## src/rtl/bus_arbiter.sv

```systemverilog
// bus_arbiter: shares the 8080-style bus between the CPU and one DMA master with wait-state READY and tenure-limited HOLD/HLDA
module bus_arbiter #(
  parameter logic [15:0] SLOW_BASE = 16'hF000,
  parameter int MEM_WAIT = 0,
  parameter int SLOW_WAIT = 3,
  parameter int IO_WAIT = 2,
  parameter int DMA_MAX = 16
) (
  input  logic        clock,
  input  logic        reset_in,
  input  logic [15:0] cpu_add,
  input  logic        cpu_rdn,
  input  logic        cpu_wrn,
  input  logic        cpu_io_mn,
  output logic        cpu_ready,
  input  logic        dma_hold,
  output logic        dma_hlda,
  input  logic [15:0] dma_add,
  input  logic        dma_rdn,
  input  logic        dma_wrn,
  input  logic        dma_io_mn,
  output logic        dma_ready,
  output logic [15:0] mem_add,
  output logic        mem_rdn,
  output logic        mem_wrn,
  output logic        mem_io_mn,
  output logic        bus_owner
);
  localparam int WMAX = (MEM_WAIT > SLOW_WAIT ? (MEM_WAIT > IO_WAIT ? MEM_WAIT : IO_WAIT)
                                              : (SLOW_WAIT > IO_WAIT ? SLOW_WAIT : IO_WAIT));
  localparam int CW = $clog2(WMAX + 1) < 1 ? 1 : $clog2(WMAX + 1);
  localparam int TW = $clog2(DMA_MAX + 1) < 1 ? 1 : $clog2(DMA_MAX + 1);
  typedef enum logic [1:0] {CPU_OWN, DMA_OWN, DMA_DRAIN} state_t;
  state_t state, state_n;
  logic cpu_owed, cpu_owed_n, active_q;
  logic strb_cpu, strb_dma, strb_own, ready_own;
  logic [CW-1:0] cnt, w;
  logic [TW-1:0] ten, ten_n;
  assign bus_owner = state != CPU_OWN;
  assign dma_hlda = state == DMA_OWN;
  assign mem_add = bus_owner ? dma_add : cpu_add;
  assign mem_rdn = bus_owner ? dma_rdn : cpu_rdn;
  assign mem_wrn = bus_owner ? dma_wrn : cpu_wrn;
  assign mem_io_mn = bus_owner ? dma_io_mn : cpu_io_mn;
  assign strb_cpu = !cpu_rdn || !cpu_wrn;
  assign strb_dma = !dma_rdn || !dma_wrn;
  assign strb_own = bus_owner ? strb_dma : strb_cpu;
  // Wait lookup always uses the owner's muxed signals
  assign w = mem_io_mn ? CW'(IO_WAIT) : (mem_add >= SLOW_BASE) ? CW'(SLOW_WAIT) : CW'(MEM_WAIT);
  assign ready_own = !strb_own || (active_q && cnt == '0) || (!active_q && w == '0);
  assign cpu_ready = bus_owner ? !strb_cpu : ready_own;
  assign dma_ready = bus_owner ? ready_own : !strb_dma;
  always_comb begin
    state_n = state;
    ten_n = ten;
    cpu_owed_n = (!bus_owner && active_q && !strb_cpu) ? 1'b0 : cpu_owed;
    case (state)
      CPU_OWN: begin
        if (dma_hold && !cpu_owed && !strb_cpu && !active_q) begin
          state_n = DMA_OWN;
          ten_n = '0;
        end
      end
      DMA_OWN: begin
        ten_n = (ten == TW'(DMA_MAX)) ? ten : ten + 1'b1;
        if (!dma_hold && !strb_dma) state_n = CPU_OWN;
        else if (dma_hold && ten == TW'(DMA_MAX) && strb_cpu) state_n = DMA_DRAIN;
      end
      DMA_DRAIN: begin
        if (!strb_dma) begin
          state_n = CPU_OWN;
          cpu_owed_n = 1'b1;
        end
      end
      default: state_n = CPU_OWN;
    endcase
  end
  always_ff @(posedge clock or negedge reset_in) begin
    if (!reset_in) begin
      state <= CPU_OWN;
      ten <= '0;
      cpu_owed <= 1'b0;
      active_q <= 1'b0;
      cnt <= '0;
    end else begin
      state <= state_n;
      ten <= ten_n;
      cpu_owed <= cpu_owed_n;
      active_q <= strb_own;
      if (strb_own && !active_q) cnt <= w;
      else if (active_q && cnt != '0) cnt <= cnt - 1'b1;
    end
  end
endmodule

```

## config.mk

```make
export PLATFORM = sky130hd
export DESIGN_NAME = bus_arbiter
export DESIGN_NICKNAME = d
export VERILOG_FILES = /design/src/rtl/bus_arbiter.sv
export SDC_FILE = /design/constraint.sdc
export NUM_CORES = 1
export LEC_CHECK = 0
export ABC_AREA = 1
export CELL_PAD_IN_SITES_DETAIL_PLACEMENT = 1
export CELL_PAD_IN_SITES_GLOBAL_PLACEMENT = 2
export CORE_MARGIN = 4
export CORE_UTILIZATION = 17
export CTS_CLUSTER_DIAMETER = 30
export CTS_CLUSTER_SIZE = 20
export DETAILED_ROUTE_END_ITERATION = 7
export GPL_ROUTABILITY_DRIVEN = 1
export PLACE_DENSITY = 0.87
export SETUP_SLACK_MARGIN = 0.4
export SLEW_MARGIN = 25
export SYNTH_ARGS = -nofsm -noshare
export SYNTH_HDL_FRONTEND = slang
export SYNTH_SLANG_ARGS = --single-unit
export TNS_END_PERCENT = 10
```

## constraint.sdc

```tcl
create_clock -name clock -period 2.6 [get_ports clock]
set_clock_uncertainty 0.15 [all_clocks]
set_input_delay 0.78 -clock clock [delete_from_list [all_inputs] [get_ports clock]]
set_output_delay 0.78 -clock clock [all_outputs]
set_load 0.02 [all_outputs]
```

==> impl_metrics.env <==
export IMPL_status="finished, final reports clean"
export IMPL_track_usage_pct=11.2
export IMPL_io_pins=64
export IMPL_cts_max_level=1
export IMPL_max_freq_mhz=386
export IMPL_ys_top_cells_by_area="dfrtp_1, nand2_1, inv_1, ha_1, nand3_1"
export IMPL_power_density_nw_per_um2=557
export IMPL_required_ns=1.67
export IMPL_coreArea_sq_um=5610
export IMPL_grt_antenna_before_repair=0
export IMPL_placementRows=27
export IMPL_finalSetupViolCount=0
export IMPL_ys_seq_area_share_pct=27.5
export IMPL_grt_max_degree=13
export IMPL_crit_buf_inv=3
export IMPL_setup_worst_path_start_class="primary input"
export IMPL_clkLatencyLatePin_ns=0.24
export IMPL_grt_setup_unrepaired="yes"
export IMPL_path_class="primary input to output pin"
export IMPL_numCtsBuffers=3
export IMPL_final_hold_violation_count=0
export IMPL_rr_startpoint="state[0]$_DFFE_PN0P_"
export IMPL_cts_clk_slew_worst_paths_ns=0.05
export IMPL_syn_area_sq_um=1000
export IMPL_hold_buffers=0
export IMPL_clk_path_buf_depth=2
export IMPL_grtUsageMet1_pct=14.8
export IMPL_vias_per_cell=4.05
export IMPL_port_buffers=63
export IMPL_cts_sinks=11
export IMPL_grt_busiest_layer="met2"
export IMPL_crit_slowest_cell="clkdlybuf4s15_1"
export IMPL_crit_fanout=2
export IMPL_p_leak_nw=1.11
export IMPL_synth_warnings=0
export IMPL_drt_iter0_drc=24
export IMPL_cts_root_buf="clkbuf_8"
export IMPL_avgSynthCellArea_sq_um=5.99
export IMPL_syn2layout_area_growth_pct=108
export IMPL_grt_pass1_vias=1383
export IMPL_utilization_pct=37.1
export IMPL_crit_chain="clkdlybuf4s15_1 -> inv_1 -> nand2_1 -> nand2_2 -> nor2_4 -> nand2_2 -> nand3_2 -> nand2_2 -> nand2_2 -> nand2_2 -> buf_6"
export IMPL_crit_end="dma_ready"
export IMPL_vias=1338
export IMPL_synth_top_area_share_pct=27.5
export IMPL_r2r_slack_ns=0.70
export IMPL_tightest_slew_ns=0.520
export IMPL_setup_tns_ns=0
export IMPL_dpl_cell_area_sq_um=1870
export IMPL_final_layout_size_suffix_gt1_share_pct=43.4
export IMPL_hp_start="cpu_owed$_DFF_PN0_"
export IMPL_cp_arrival_ns=1.66
export IMPL_overflow=0
export IMPL_die_height_um=84.7
export IMPL_drc=0
export IMPL_wl_per_cell_um=12.0
export IMPL_min_period_over_period_pct=99.7
export IMPL_yosysUniqueCellTypes=22
export IMPL_drv_cap=0
export IMPL_ys_seq_elements=11
export IMPL_synth_nets=211
export IMPL_worst_path_stages=11
export IMPL_fillers=719
export IMPL_wl_um=3960
export IMPL_dp_hpwl_um=3200
export IMPL_crit_path_end_kind="output pin"
export IMPL_cpPeakStageDelay_ns=0.16
export IMPL_diodes=0
export IMPL_hold_slack_ns=0.370
export IMPL_slew_limit_headroom_pct=65.2
export IMPL_yosysTopAreaCell="dfrtp_1"
export IMPL_gp_congestion=0.772
export IMPL_synth_cells=167
export IMPL_r2r_end="cnt[0]$_DFFE_PN0P_"
export IMPL_grt_util_met2_pct=19.2
export IMPL_finalCriticalPeriod_ns=2.59
export IMPL_met3_usage_pct=1.96
export IMPL_setup_slack_ns=0.00706
export IMPL_r2r_worst_path_cells=11
export IMPL_fin_area_sq_um=2080
export IMPL_grt_pass1_wl_um=6650
export IMPL_cpMostUsedCell="nand2_2"
export IMPL_peakVddDrop_uv=290
export IMPL_critPathTopFamily="simple AND/OR/NAND/NOR gates"
export IMPL_startpoint="cpu_add[12]"
export IMPL_dr_pass1_iters=3
export IMPL_holdCritPathClass="flop to flop"
export IMPL_cts_tree="yes"
export IMPL_initial_core_util_pct=17.8
export IMPL_drtAntennaViolNets=0
export IMPL_slew_violations=0
export IMPL_final_nets=303
export IMPL_dieArea_sq_um=7170
export IMPL_pre_cts_slack_ns=-0.803
export IMPL_die_w_um=84.7
cell usage in the layout, fill, tap and decap left out, drive strengths merged:
cell,count
nand2,76
dlygate4sd2,14
xor2,3
nor3,1
buf,54
ha,3
o21ai,11
clkdlybuf4s50,16
clkbuf,6
nand4,3
a21oi,4
inv,30
or2,3
nand3b,1
nand3,7
clkdlybuf4s15,5
nor2,9
o22ai,1
dfrtp,11
worst min-delay path by stage:
stage | end | slack [ns] | cells after the start
3_3_place_gp | cpu_owed$_DFF_PN0_ | 0.32 | 2
5_1_grt | cpu_owed$_DFF_PN0_ | 0.39 | 2
4_1_cts | cpu_owed$_DFF_PN0_ | 0.36 | 2
2_1_floorplan | cpu_owed$_DFF_PN0_ | 0.30 | 2
6_report | cpu_owed$_DFF_PN0_ | 0.37 | 2
3_5_place_dp | cpu_owed$_DFF_PN0_ | 0.35 | 2
cell usage after synthesis:
master    instances
inv_1            27
nor3_1            1
or2_1             2
nor2_2            4
nand3_1           7
a21oi_1           4
nor2_1            4
xor2_1            3
nand2_1          71
nor2_4            1
nand2_2           5
inv_2             3
or2_2             1
o21ai_1           6
nand3b_1          1
o21ai_0           5
o22ai_1           1
ha_1              3
nand4_1           3
buf_6             2
dfrtp_1          11
buf_2             2
routing by layer:
metal | up-vias | wire length, um
li1 | 685 | -
met1 | 614 | 1810
met2 | 37 | 1950
met3 | 2 | 188
met4 | 0 | 12
met5 | - | 0
state kept, by name, summed over array words and instances (netlist names):
register,cells
cpu_owed,1
active_q,1
state,2
ten,5
cnt,2
cell type report:
cell class,count,area (sq um),share of cell area [%]
flip-flops and latches,11,275,13.2
well taps,72,90.1,4.33
repair buffers,91,836,40.2
inverters,30,113,5.41
clock buffers,4,45.0,2.16
multi-input cells,122,722,34.7
tightest hold or removal path: stages (launching register included):
cell and delay, ns:
dfrtp_1 0.34, o21ai_0 0.08, nand2_1 0.06
power breakdown:
group          internal (mW)  total, mW  switching [mW]
clock network          0.108      0.170          0.0629
registers              0.207      0.229          0.0228
logic                  0.363      0.758           0.395
cell families (layout without fill, tap and decap cells):
| group | count (synthesis) | in the layout | synth area share [%] |
|---|---|---|---|
| flops | 11 | 11 | 27.5 |
| simple gates | 100 | 100 | 43.4 |
| fa+ha+maj | 3 | 3 | 3.76 |
| compound gates | 16 | 16 | 8.14 |
| xor+xnor | 3 | 3 | 2.63 |
| buf+inv | 34 | 125 | 14.5 |
metrics by stage:
| stage | cells | power [mW] |
|---|---|---|
| after floorplan | 167 | 0.579 |
| after global placement | 320 | 0.882 |
| after detailed placement | 320 | 0.894 |
| after CTS | 328 | 1.14 |
| after global routing | 330 | 1.27 |
| final | 330 | 1.16 |
what timing repair did:
action,in CTS,in global routing
pin swaps,46,9
resized for setup,203,17
setup buffers,4,2
setup endpoints to repair,23,23
Note: power is estimated with default switching activity, not from simulation.
